File: src/rtl/shift_register_sequencer.sv
// Sequences an external shift register as a serial-to-parallel deserializer (MSB first).
// Latency: word_valid_o rises the cycle after the WIDTH-th accepted bit; WIDTH+1 cycles/word streaming.
// Backpressure: FULL holds the word (in_ready_o=0) until word_ready_i; abort_i drops everything.
//
// Ports:
//   clk_i, rst_ni            clock, asynchronous active-low reset
//   in_valid_i/in_bit_i      serial bit input, in_ready_o accepts it
//   abort_i                  discard partial or complete word, restart via CLEAR
//   sr_rst_o/sr_advance_o    control of the attached shift register (sync clear / shift)
//   sr_bit_o, sr_value_i     bit fed into, and parallel value read back from, the register
//   word_valid_o/word_ready_i/word_o   assembled word output handshake
//   count_o                  bits accepted into the current word (saturates at WIDTH)
//   timeout_o                one-cycle pulse in the CLEAR cycle caused by an idle timeout
module shift_register_sequencer #(
  parameter int WIDTH   = 8,   // word length, >= 2, equal to the register's WIDTH
  parameter int TIMEOUT = 0    // idle cycles tolerated inside a partial word, 0 = never
) (
  input  logic                       clk_i,
  input  logic                       rst_ni,
  input  logic                       in_valid_i,
  input  logic                       in_bit_i,
  output logic                       in_ready_o,
  input  logic                       abort_i,
  output logic                       sr_rst_o,
  output logic                       sr_advance_o,
  output logic                       sr_bit_o,
  input  logic [WIDTH-1:0]           sr_value_i,
  output logic                       word_valid_o,
  input  logic                       word_ready_i,
  output logic [WIDTH-1:0]           word_o,
  output logic [$clog2(WIDTH+1)-1:0] count_o,
  output logic                       timeout_o
);

  localparam int CW = $clog2(WIDTH + 1);
  // Idle counter only has to reach TIMEOUT-1.
  localparam int IW = (TIMEOUT > 1) ? $clog2(TIMEOUT) : 1;
  localparam logic [IW-1:0] IDLE_LAST = IW'((TIMEOUT > 0) ? (TIMEOUT - 1) : 0);
  localparam logic [CW-1:0] LAST_BIT  = CW'(WIDTH - 1);

  typedef enum logic [1:0] {
    ST_CLEAR = 2'd0,
    ST_SHIFT = 2'd1,
    ST_FULL  = 2'd2
  } state_e;

  state_e        state_q, state_d;
  logic [CW-1:0] count_q, count_d;
  logic [IW-1:0] idle_q,  idle_d;
  logic          timeout_q, timeout_d;
  logic          accept;

  always_ff @(posedge clk_i or negedge rst_ni) begin
    if (!rst_ni) begin
      state_q   <= ST_CLEAR;
      count_q   <= '0;
      idle_q    <= '0;
      timeout_q <= 1'b0;
    end else begin
      state_q   <= state_d;
      count_q   <= count_d;
      idle_q    <= idle_d;
      timeout_q <= timeout_d;
    end
  end

  always_comb begin
    state_d      = state_q;
    count_d      = count_q;
    idle_d       = '0;      // idle only survives while a partial word waits in SHIFT
    timeout_d    = 1'b0;
    in_ready_o   = 1'b0;
    word_valid_o = 1'b0;
    sr_rst_o     = 1'b0;
    sr_advance_o = 1'b0;
    accept       = 1'b0;

    case (state_q)
      ST_CLEAR: begin
        // Single cycle: wipe the register so a discarded word leaves no stale bits.
        sr_rst_o = 1'b1;
        state_d  = ST_SHIFT;
        count_d  = '0;
      end

      ST_SHIFT: begin
        in_ready_o   = ~abort_i;
        accept       = in_valid_i & ~abort_i;
        sr_advance_o = accept;
        if (accept) begin
          count_d = count_q + CW'(1);
          // SHIFT is left at WIDTH-1, so the count can never pass WIDTH.
          if (count_q == LAST_BIT) begin
            state_d = ST_FULL;
          end
        end else if ((TIMEOUT > 0) && (count_q != '0)) begin
          // An empty word may wait forever; only a started word can go stale.
          if (idle_q == IDLE_LAST) begin
            state_d   = ST_CLEAR;
            count_d   = '0;
            timeout_d = 1'b1;
          end else begin
            idle_d = idle_q + IW'(1);
          end
        end
      end

      ST_FULL: begin
        word_valid_o = ~abort_i;
        // in_ready_o stays 0 here, so word_ready_i never reaches it combinationally.
        if (~abort_i & word_ready_i) begin
          // No clear needed: the next WIDTH shifts overwrite every bit.
          state_d = ST_SHIFT;
          count_d = '0;
        end
      end

      default: begin
        state_d = ST_CLEAR;
        count_d = '0;
      end
    endcase

    // Abort wins over accept and word handshake; a coincident timeout still pulses.
    if (abort_i) begin
      state_d = ST_CLEAR;
      count_d = '0;
      idle_d  = '0;
    end
  end

  assign sr_bit_o  = in_bit_i;
  assign word_o    = sr_value_i;
  assign count_o   = count_q;
  assign timeout_o = timeout_q;

endmodule

File: config.mk
export PLATFORM = sky130hd
export DESIGN_NAME = shift_register_sequencer
export DESIGN_NICKNAME = d
export VERILOG_FILES = /design/src/rtl/shift_register_sequencer.sv
export SDC_FILE = /design/constraint.sdc
export NUM_CORES = 1
export LEC_CHECK = 0
export CORE_MARGIN = 2
export CORE_UTILIZATION = 32
export DETAILED_ROUTE_END_ITERATION = 6
export PLACE_DENSITY = 0.85
export SETUP_SLACK_MARGIN = 0.1
export SYNTH_ARGS = -nofsm -noshare
export SYNTH_HDL_FRONTEND = slang
export SYNTH_SLANG_ARGS = --single-unit
File: constraint.sdc
create_clock -name clk_i -period 1.6 [get_ports clk_i]
set_clock_uncertainty 0.1 [all_clocks]
set_input_delay 0.48 -clock clk_i [delete_from_list [all_inputs] [get_ports clk_i]]
set_output_delay 0.48 -clock clk_i [all_outputs]
set_load 0.05 [all_outputs]
# --- Yosys cells after proc, flatten, opt, wreduce, memory -nomap -nowiden ---
# Index checks and enable logic that the tools add are counted.
word_totals:
  ff_bits: 6
  latchBits: 0
  ramBits: 0
  rom_bits: 0
  inputBits: 14
  out_inout_bits: 18
  memories: 0
op_classes:
  n_addsub: 1
  n_mul: 0
  div_mod_pow: 0
  n_lt_le_gt_ge: 0
  n_eq_ne: 6
  shifts: 0
  muxes: 13
  bitwise_logic: 3
  reduce_logical: 3
op_table:
  columns: ["cell", "n"]
  rows:
  - ["4-bit 2-to-1 mux", 3]
  - ["3-bit inequality test (second input constant)", 3]
  - ["2-bit 2-to-1 mux", 4]
  - ["4-bit case mux with 2 select lines", 1]
  - ["2-bit case mux with 3 select lines", 1]
  - ["4-bit by 1-bit adder with 4-bit output (second input constant)", 1]
  - ["4-bit by 3-bit equality test with 1-bit output (second input constant)", 1]
  - ["1-bit 2-to-1 mux", 4]
  - ["3-bit AND reduction", 1]
  - ["1-bit bitwise AND", 2]
  - ["2-bit by 1-bit equality test with 1-bit output (second input constant)", 1]
  - ["2-bit equality test (second input constant)", 1]
  - ["2-bit zero test", 1]
  - ["2-bit AND reduction", 1]
  - ["1-bit NOT", 1]

# --- Logic depth before layout (Yosys ltp) ---
# Gate-level depths: netlist of the first run.
depth:
  ltp_word: 5
  ltp_mapped: 4

# --- Worst setup path after synthesis of the first run ---
# No wires, ideal clock.
synth_path:
  path_type: "input port to output port"
  from: "input abort_i"
  to: "output sr_advance_o"
  t_arrival_ns: 2.376
  required_ns: 1.020
  path_slack_ns: -1.356
  path_stages: 3
  path_cell_list: "nor3b_1 nand2_1 inv_1"
synth_between:
  elab_chain_cells: 3
synth_lines:
  columns: ["element", "line_no", "rtl"]
  rows:
  - ["from (decl)", "23", "input logic abort_i,"]
  - ["1-bit NOT", "88", "accept = in_valid_i & ~abort_i;"]
  - ["1-bit bitwise AND", "88", null]
  - ["1-bit 2-to-1 mux", "78", "case (state_q)"]
  - ["to (decl)", "25", "output logic sr_advance_o,"]
# Every way passes these cells.

# --- Worst setup path in the final report of the first run ---
layout_path:
  from: "register state_q[1]"
  to: "output sr_advance_o"
layout_between:
  elab_chain_cells: 2
layout_lines:
  columns: ["element", "line_no", "rtl"]
  rows:
  - ["from (decl)", "47", "state_e state_q, state_d;"]
  - ["from (signal assigned)", "60", "state_q <= state_d;"]
  - ["2-bit by 1-bit equality test with 1-bit output", "78", null]
  - ["1-bit 2-to-1 mux", "78", null]
# Every way passes these cells.

==> impl.org, run 1 <==
** Floorplan
- The core region is 0.00127 sq mm.
- Die extent in x :: 40.4 microns
- Die height :: 40.4 microns
- The floorplan step defined a die boundary enclosing 0.00163 sq mm.
- The floorplan has 13 rows.
- In this run the count of I/O pins placed on the die edge is 32.
- Initial Util :: 0.333

** Synthesis
- Synth warnings :: 0
- Post-synthesis instance area :: 423 sq um
- Fraction of the yosys area taken by sequential cells :: 0.355
- Synthesis handed over a netlist of 48 instances.
- Area fraction in compound gates after synthesis :: 0.175
- Post-synthesis register bit count :: 6
- When the netlist entered floorplanning its net count stood at 63.
- Mean cell area of the mapped netlist :: 8.81 sq um
- Number of different library cells in the post-synthesis netlist :: 19
- Synthesized-area fraction occupied by xor and xnor cells :: 0
- Post-synthesis share of cell area spent on and, or, nand and nor gates :: 0.210
- Of the total synthesized cell area, the portion taken by full adders, half adders and majority gates is 0.0296.
- Of the post-synthesis cell area, the part taken by muxes is 0.
- Main combinational cell family by area after synthesis :: buffers and inverters

** Clock network
- Hold buffers post-CTS :: 0
- After clock tree synthesis, the clock-pin slew on the worst setup and hold paths is 0.05 ns.
- Latest clock arrival within the worst-skew pair :: 0.26 ns
- The longest clock path from root to sink contains 2 buffers.
- Clock tree root buffer cell :: clkbuf_4
- In this run the number of H-tree levels came out at 1.
- For this design, the sink count on the clock tree is 6.
- TritonCTS clock tree :: done
- Buffers inserted during clock tree synthesis total 3.

** Timing
- Count of pins over their slew limit :: 0
- Min Tclk post-route :: 1.80 ns
- For the pin with the worst max-slew slack, the measured transition is 0.623 ns.
- Crit share post-route :: 1.13
- Max Clk Rate :: 555 MHz
- Number of setup violations in the final report :: 5
- Worst setup margin :: -0.203 ns
- Setup repair after global routing could not meet its margin everywhere.
- In the final timing run, aggregate negative setup slack is -0.599 ns.
- The final-report hold violation count came to 0.
- Worst slew margin relative to its limit :: 0.584

** Power
- Power share of the clock group :: 0.387
- Comb power frac :: 0.236
- Final Power :: 0.429 mW
- Worst supply voltage drop on vdd :: 0.337 mV
- For this design the ratio of total power to cell area is 573 mW/mm^2.
- Proportion of total power due to net switching :: 0.304
- Leak pwr :: 0.300 nW
- Part of the power in registers :: 0.377
- Internal power consumption :: 0.298 mW
- Net switching power :: 0.130 mW

** Routing
- Total DRC errors in the routed layout :: 0
- Vias/cell :: 5.39
- Final WL :: 1230 microns
- Detailed-route wire length per cell :: 15.4 microns
- Antenna violation net count after detailed routing :: 0
- The detailed router finished its first iteration with 24 violations.
- Detailed routing inserted a total of 431 vias.
- The first detailed-routing pass took 4 iterations.

** Layout
- Final net count :: 81
- The area growth from synthesis to layout is 76.9%.
- Counting the fill cells in the layout gives 99.
- Share of final-layout standard cells stronger than drive strength 1 :: 0.600
- Once layout is complete, the cells apart from fillers number 80.
- Number of antenna cells inserted :: 0

** Placed design
- Global placement routability congestion :: 0.851
- The HPWL after detailed placement is 797 microns.
- Number of cells after detailed placement :: 72
- The count of buffers added on input and output ports is 12.

** Worst setup path
- Worst r2r path cells :: 4
- Required time at the endpoint of the critical path :: 1.02 ns
- CP startpoint kind :: register
- Number of buffer and inverter instances along the worst setup path :: 2
- Dominant delay contributor by cell family on the critical path :: flip-flops
- For the worst setup path, the data arrival time is 1.22 ns.
- CP Cell Sequence :: nor3b_4, nand2_2, clkinvlp_4, buf_12
- Kind of end point of the critical path :: output pin
- Maximum fanout encountered on the critical timing path :: 4
- The critical path crosses 4 cells after its start point.
- Crit Path Category :: reg -> out
- Critical Path Max Stage Delay :: 0.44 ns
- On the critical path, the stage with the largest delay is an instance of dfrtp_2.

** GRT
- The initial antenna violation count came to 0.
- The total overflow left after global routing is 0.
- The first global-routing pass estimated 1860 microns of wire.
- Pin count of the biggest net entering global routing :: 7
- Number of global-route vias before repair :: 392
- In the global route stage, overall resource usage came out at 0.188.

** Run status
- The checks that failed: negative setup slack.
- The flow ran to the end, but the final reports show violations.

** Flow run
- Across the run, the number of max-cap violations was 0.

** Worst hold path
- The path class of the tightest hold or removal check is in -> async.
## registers in the layout (all words and copies together) (netlist names)
signal,cells
count_o,4
state_q,2
## worst paths after layout
check | from | to | slack, ns
worst max-delay path | state_q[1] | sr_advance_o | -0.20
worst min-delay path | rst_ni | count_o[3] | 0.37
worst max register to register | state_q[1] | count_o[3] | -0.04
worst min register to register | count_o[0] | count_o[0] | 0.48
max in group asynchronous | rst_ni | state_q[0] | 0.77
min in group clk_i | count_o[0] | count_o[0] | 0.48
## through the flow
stage          area, sq um  setup slack (ns)   util  hold WS [ns]
2_1_floorplan          462            -0.407      -        0.0844
3_3_place_gp           658            -0.476  0.519         0.468
3_5_place_dp           658            -0.511  0.519         0.471
4_1_cts                737            -0.197  0.581         0.372
5_1_grt                748            -0.252  0.590         0.384
6_report               748            -0.203  0.590         0.373
## routing by layer
metal / vias up / share of wire / track usage
met5: - / 0 / 0
met4: 0 / 0.034 / 0.150
met3: 6 / 0.088 / 0.0556
met2: 24 / 0.53 / 0.294
met1: 206 / 0.35 / 0.209
li1: 195 / - / -
## cell type report
type                    instances  area (sq um)  share of cell area
well taps                      15          18.8              0.0251
repair buffers                 23           287               0.383
flip-flops and latches          6           156               0.209
clock buffers                   4          26.3              0.0351
multi-input cells              27           238               0.318
inverters                       5          22.5              0.0301
## cell families after synthesis
group / count (synthesis)
adder cells (fa/ha/maj): 1
flip-flops: 6
buffers and inverters: 15
other: 1
AND/OR/NAND/NOR: 14
AO/OA/AOI/OAI: 11
## repair_timing
item / CTS / global route
gates cloned: 0 / 0
pin swaps: 3 / 2
endpoints found under the setup margin: 9 / 8
setup buffers: 3 / 1
gates resized for setup: 16 / 1
## layout by cell type (no fill, tap or decap), types with 2 or more instances in the layout
cell	count
buf_12	8
buf_4	8
dfrtp_2	5
nand3_1	3
inv_1	3
clkbuf_4	3
buf_6	3
nor3b_4	2
o31ai_1	2
o211ai_1	2
a21oi_1	2
dlygate4sd2_1	2
## Yosys cell counts
library cell / n / area, sq um
a41oi_1: 1 / 8.76
ha_1: 1 / 12.5
nand2_1: 2 / 7.51
nor3b_1: 3 / 22.5
o21ai_0: 1 / 5.00
nor3b_2: 1 / 12.5
conb_1: 1 / 3.75
dfrtp_1: 6 / 150
nor4b_1: 1 / 8.76
buf_4: 10 / 75.1
o21a_1: 1 / 7.51
o21bai_1: 1 / 7.51
nand3_1: 3 / 15.0
o211ai_1: 2 / 15.0
or4_1: 2 / 15.0
nor2_1: 2 / 7.51
inv_1: 5 / 18.8
o31ai_1: 2 / 15.0
a21oi_1: 3 / 15.0
## power groups by stage
stage / Sequential [mW] / Clock [mW] / Combinational [mW]
4_1_cts: 0.161 / 0.166 / 0.0974
3_5_place_dp: 0.163 / 0 / 0.0924
6_report: 0.161 / 0.166 / 0.101
5_1_grt: 0.162 / 0.180 / 0.106
2_1_floorplan: 0.168 / 0 / 0.0955
3_3_place_gp: 0.163 / 0 / 0.0902
(Power assumes the default switching activity.)
==> inputs of run 2 (changes only) <==
--- a/config.mk
+++ b/config.mk
@@ -8,8 +8,9 @@
 export CORE_MARGIN = 2
 export CORE_UTILIZATION = 32
 export DETAILED_ROUTE_END_ITERATION = 6
-export PLACE_DENSITY = 0.85
+export PLACE_DENSITY = 0.81
 export SETUP_SLACK_MARGIN = 0.1
+export SLEW_MARGIN = 20
 export SYNTH_ARGS = -nofsm -noshare
 export SYNTH_HDL_FRONTEND = slang
 export SYNTH_SLANG_ARGS = --single-unit
==> impl.org, run 2 (synthesized netlist as in run 1, its figures left out) <==
** Run status
- The run finished, with violations left.
- The final reports fail on negative setup slack.

** Worst setup path
- Crit Path Category :: reg -> out
- The slowest stage of the critical path is the dfrtp_2 cell.
- Endpoint of the most critical register-to-register path :: count_o[3]
- Worst r2r path cells :: 6
- Dominant delay contributor by cell family on the critical path :: flip-flops
- At the worst endpoint, the required time is 1.02 ns.
- STA classifies the critical path endpoint as an output pin.
- Together, buffers and inverters on the worst path number 2.
- The worst register-to-register path begins at state_q[0].
- Walking the worst path, the cells encountered are buf_6, nor3b_4, buf_12.
- The setup check on the worst reg-to-reg path leaves a slack of -0.15 ns.
- CP startpoint kind :: register
- Data arrives at the worst endpoint at 1.21 ns.
- On the worst path, the slowest cell contributes a delay of 0.43 ns.
- Of all nets on the critical path, the largest fanout is 3.

** Placed design
- After detailed placement, the total cell area comes to 666 sq um.
- In this run, placement finished with an instance count of 73.
- The congestion estimate from routability-driven global placement came to 0.880.
- Worst-case setup slack after placement :: -0.498 ns
- After legalization and detailed placement, the total HPWL measured 872 microns.
- In this run the tool buffered the top-level ports with 12 buffer cells.

** Power
- Leak pwr :: 0.348 nW
- For this design the total switching power over the nets is 0.132 mW.
- The share of total power dissipated in combinational logic is 0.278.
- Internal power consumption :: 0.309 mW
- Power comes to 0.440 mW.
- Power share of the clock group :: 0.356
- Of the total power, the share spent switching nets is 0.299.
- Across the VDD grid, the largest voltage drop is 0.398 mV.
- The share of total power dissipated in sequential elements is 0.367.
- Dividing total power by cell area gives a power density of 530 mW/mm^2.

** Clock network
- TritonCTS built the clock tree.
- TritonCTS created 3 clock buffers.
- Latest clock arrival within the worst-skew pair :: 0.25 ns
- H-Tree Depth :: 1
- Clock tree root buffer cell :: clkbuf_4
- The longest clock path from root to sink contains 2 buffers.
- Sinks on Clock Net :: 6
- After clock tree synthesis, the clock-pin slew on the worst setup and hold paths is 0.05 ns.

** Timing
- Hold WS :: 0.390 ns
- Count of pins over their slew limit :: 0
- Setup repair after global routing missed its margin :: yes
- In the post-route analysis, the smallest setup slack over all paths is -0.195 ns.
- For this run, the top clock speed supported by timing is 557 MHz.
- Crit share post-route :: 1.12
- Number of setup violations in the final report :: 8
- Setup TNS :: -1.09 ns
- Min Tclk post-route :: 1.79 ns
- Number of hold-slack violations in the final timing report :: 0

** Layout
- Leaving out fill and tap cells, the most frequent cell in the layout is buf_4.
- Number of antenna cells inserted :: 0
- Share of final-layout standard cells stronger than drive strength 1 :: 0.671
- Final Util :: 0.655
- After routing the design area is 831 sq um.
- The net count of the finished layout is 86.
- Flip-flop count of the largest register, all copies and words added :: 4
- Counting the fill cells in the layout gives 92.
- Commonest cells after routing, fill and taps aside :: 11 x buf_4, 8 x buf_12, 5 x dfrtp_2, 5 x buf_6, 4 x nor3b_4
- Relative to the synthesized area, the layout overhead comes to 96.4%.
- Post-route insts no fill :: 85

** Floorplan
- The die is 40.4 microns tall.
- Die extent in x :: 40.4 microns
- 32 I/O pins were placed.
- Row cnt :: 13
- Core outline area :: 0.00127 sq mm
- The initial utilization of the core area, before any placement, comes to 0.333.
- Die Area :: 0.00163 sq mm

** Worst hold path
- Tightest Hold Check Type :: in -> async

** GRT
- Number of antenna violations at the first check in global routing :: 0
- For this run the aggregate overflow at the end of global routing stands at 0.
- Pin count of the biggest net entering global routing :: 7
- First-pass GRT wire length :: 2290 microns
- In the global route stage, overall resource usage came out at 0.232.
- The via count of the first global-routing pass was 477.

** Routing
- Detailed-route wire length per cell :: 18.0 microns
- Using the TritonRoute via totals, the vias-per-cell ratio works out to 5.56.
- Total DRC errors in the routed layout :: 0
- The count of nets left with antenna violations once routing finished came out at 0.
- Pre-Repair DR Iteration Count :: 4
- Number of DRC markers in iteration 0 :: 21
- Detailed routing inserted a total of 473 vias.
- The final layout contains routed wiring with a total length of 1530 microns.

** Flow run
- Max-cap check violation count :: 0
[run 2: changes by cell type in the layout (fill, tap and decap cells not counted), sizes merged]
cell / delta
dlygate4sd2: -1
dlymetal6s2s: +1
buf: +5
[run 2: power groups by stage]
stage                     Sequential [mW]  Clock (mW)  Combinational (mW)
final                               0.161       0.157               0.122
after global routing                0.161       0.173               0.127
after CTS                           0.161       0.164               0.113
after detailed placement            0.164           0              0.0941
after global placement              0.164           0              0.0917
after floorplan                     0.168           0              0.0955
[run 2: worst max path at each step]
stage                          start            to  depth (start not counted)  slack [ns]
after global placement       abort_i  word_valid_o                          4       -0.47
after detailed placement     abort_i  word_valid_o                          4       -0.50
after CTS                 state_q[1]  sr_advance_o                          4       -0.20
final                     state_q[0]  word_valid_o                          3       -0.19
after floorplan              abort_i  sr_advance_o                          3       -0.41
after global routing      state_q[0]  word_valid_o                          3       -0.25
[run 2: cell type report]
type,instances,area [sq um],share of cell area
repair buffers,28,335,0.404
multi-input cells,27,272,0.327
flip-flops and latches,6,156,0.188
clock buffers,4,26.3,0.0316
inverters,5,22.5,0.0271
well taps,15,18.8,0.0226
[run 2: what timing repair did]
item                                    4_1_cts  5_1_grt
buffers inserted                              7        1
gates resized for setup                      16       10
endpoints found under the setup margin        9        9
hold buffers                                  0        0
pin swaps                                     7        9
[run 2: per-layer routing]
metal	vias up	global-route usage	wire length, microns
met5	-	0	0
met4	0	0.158	27
met3	4	0.0833	78
met2	24	0.349	857
met1	241	0.271	570
li1	204	-	-
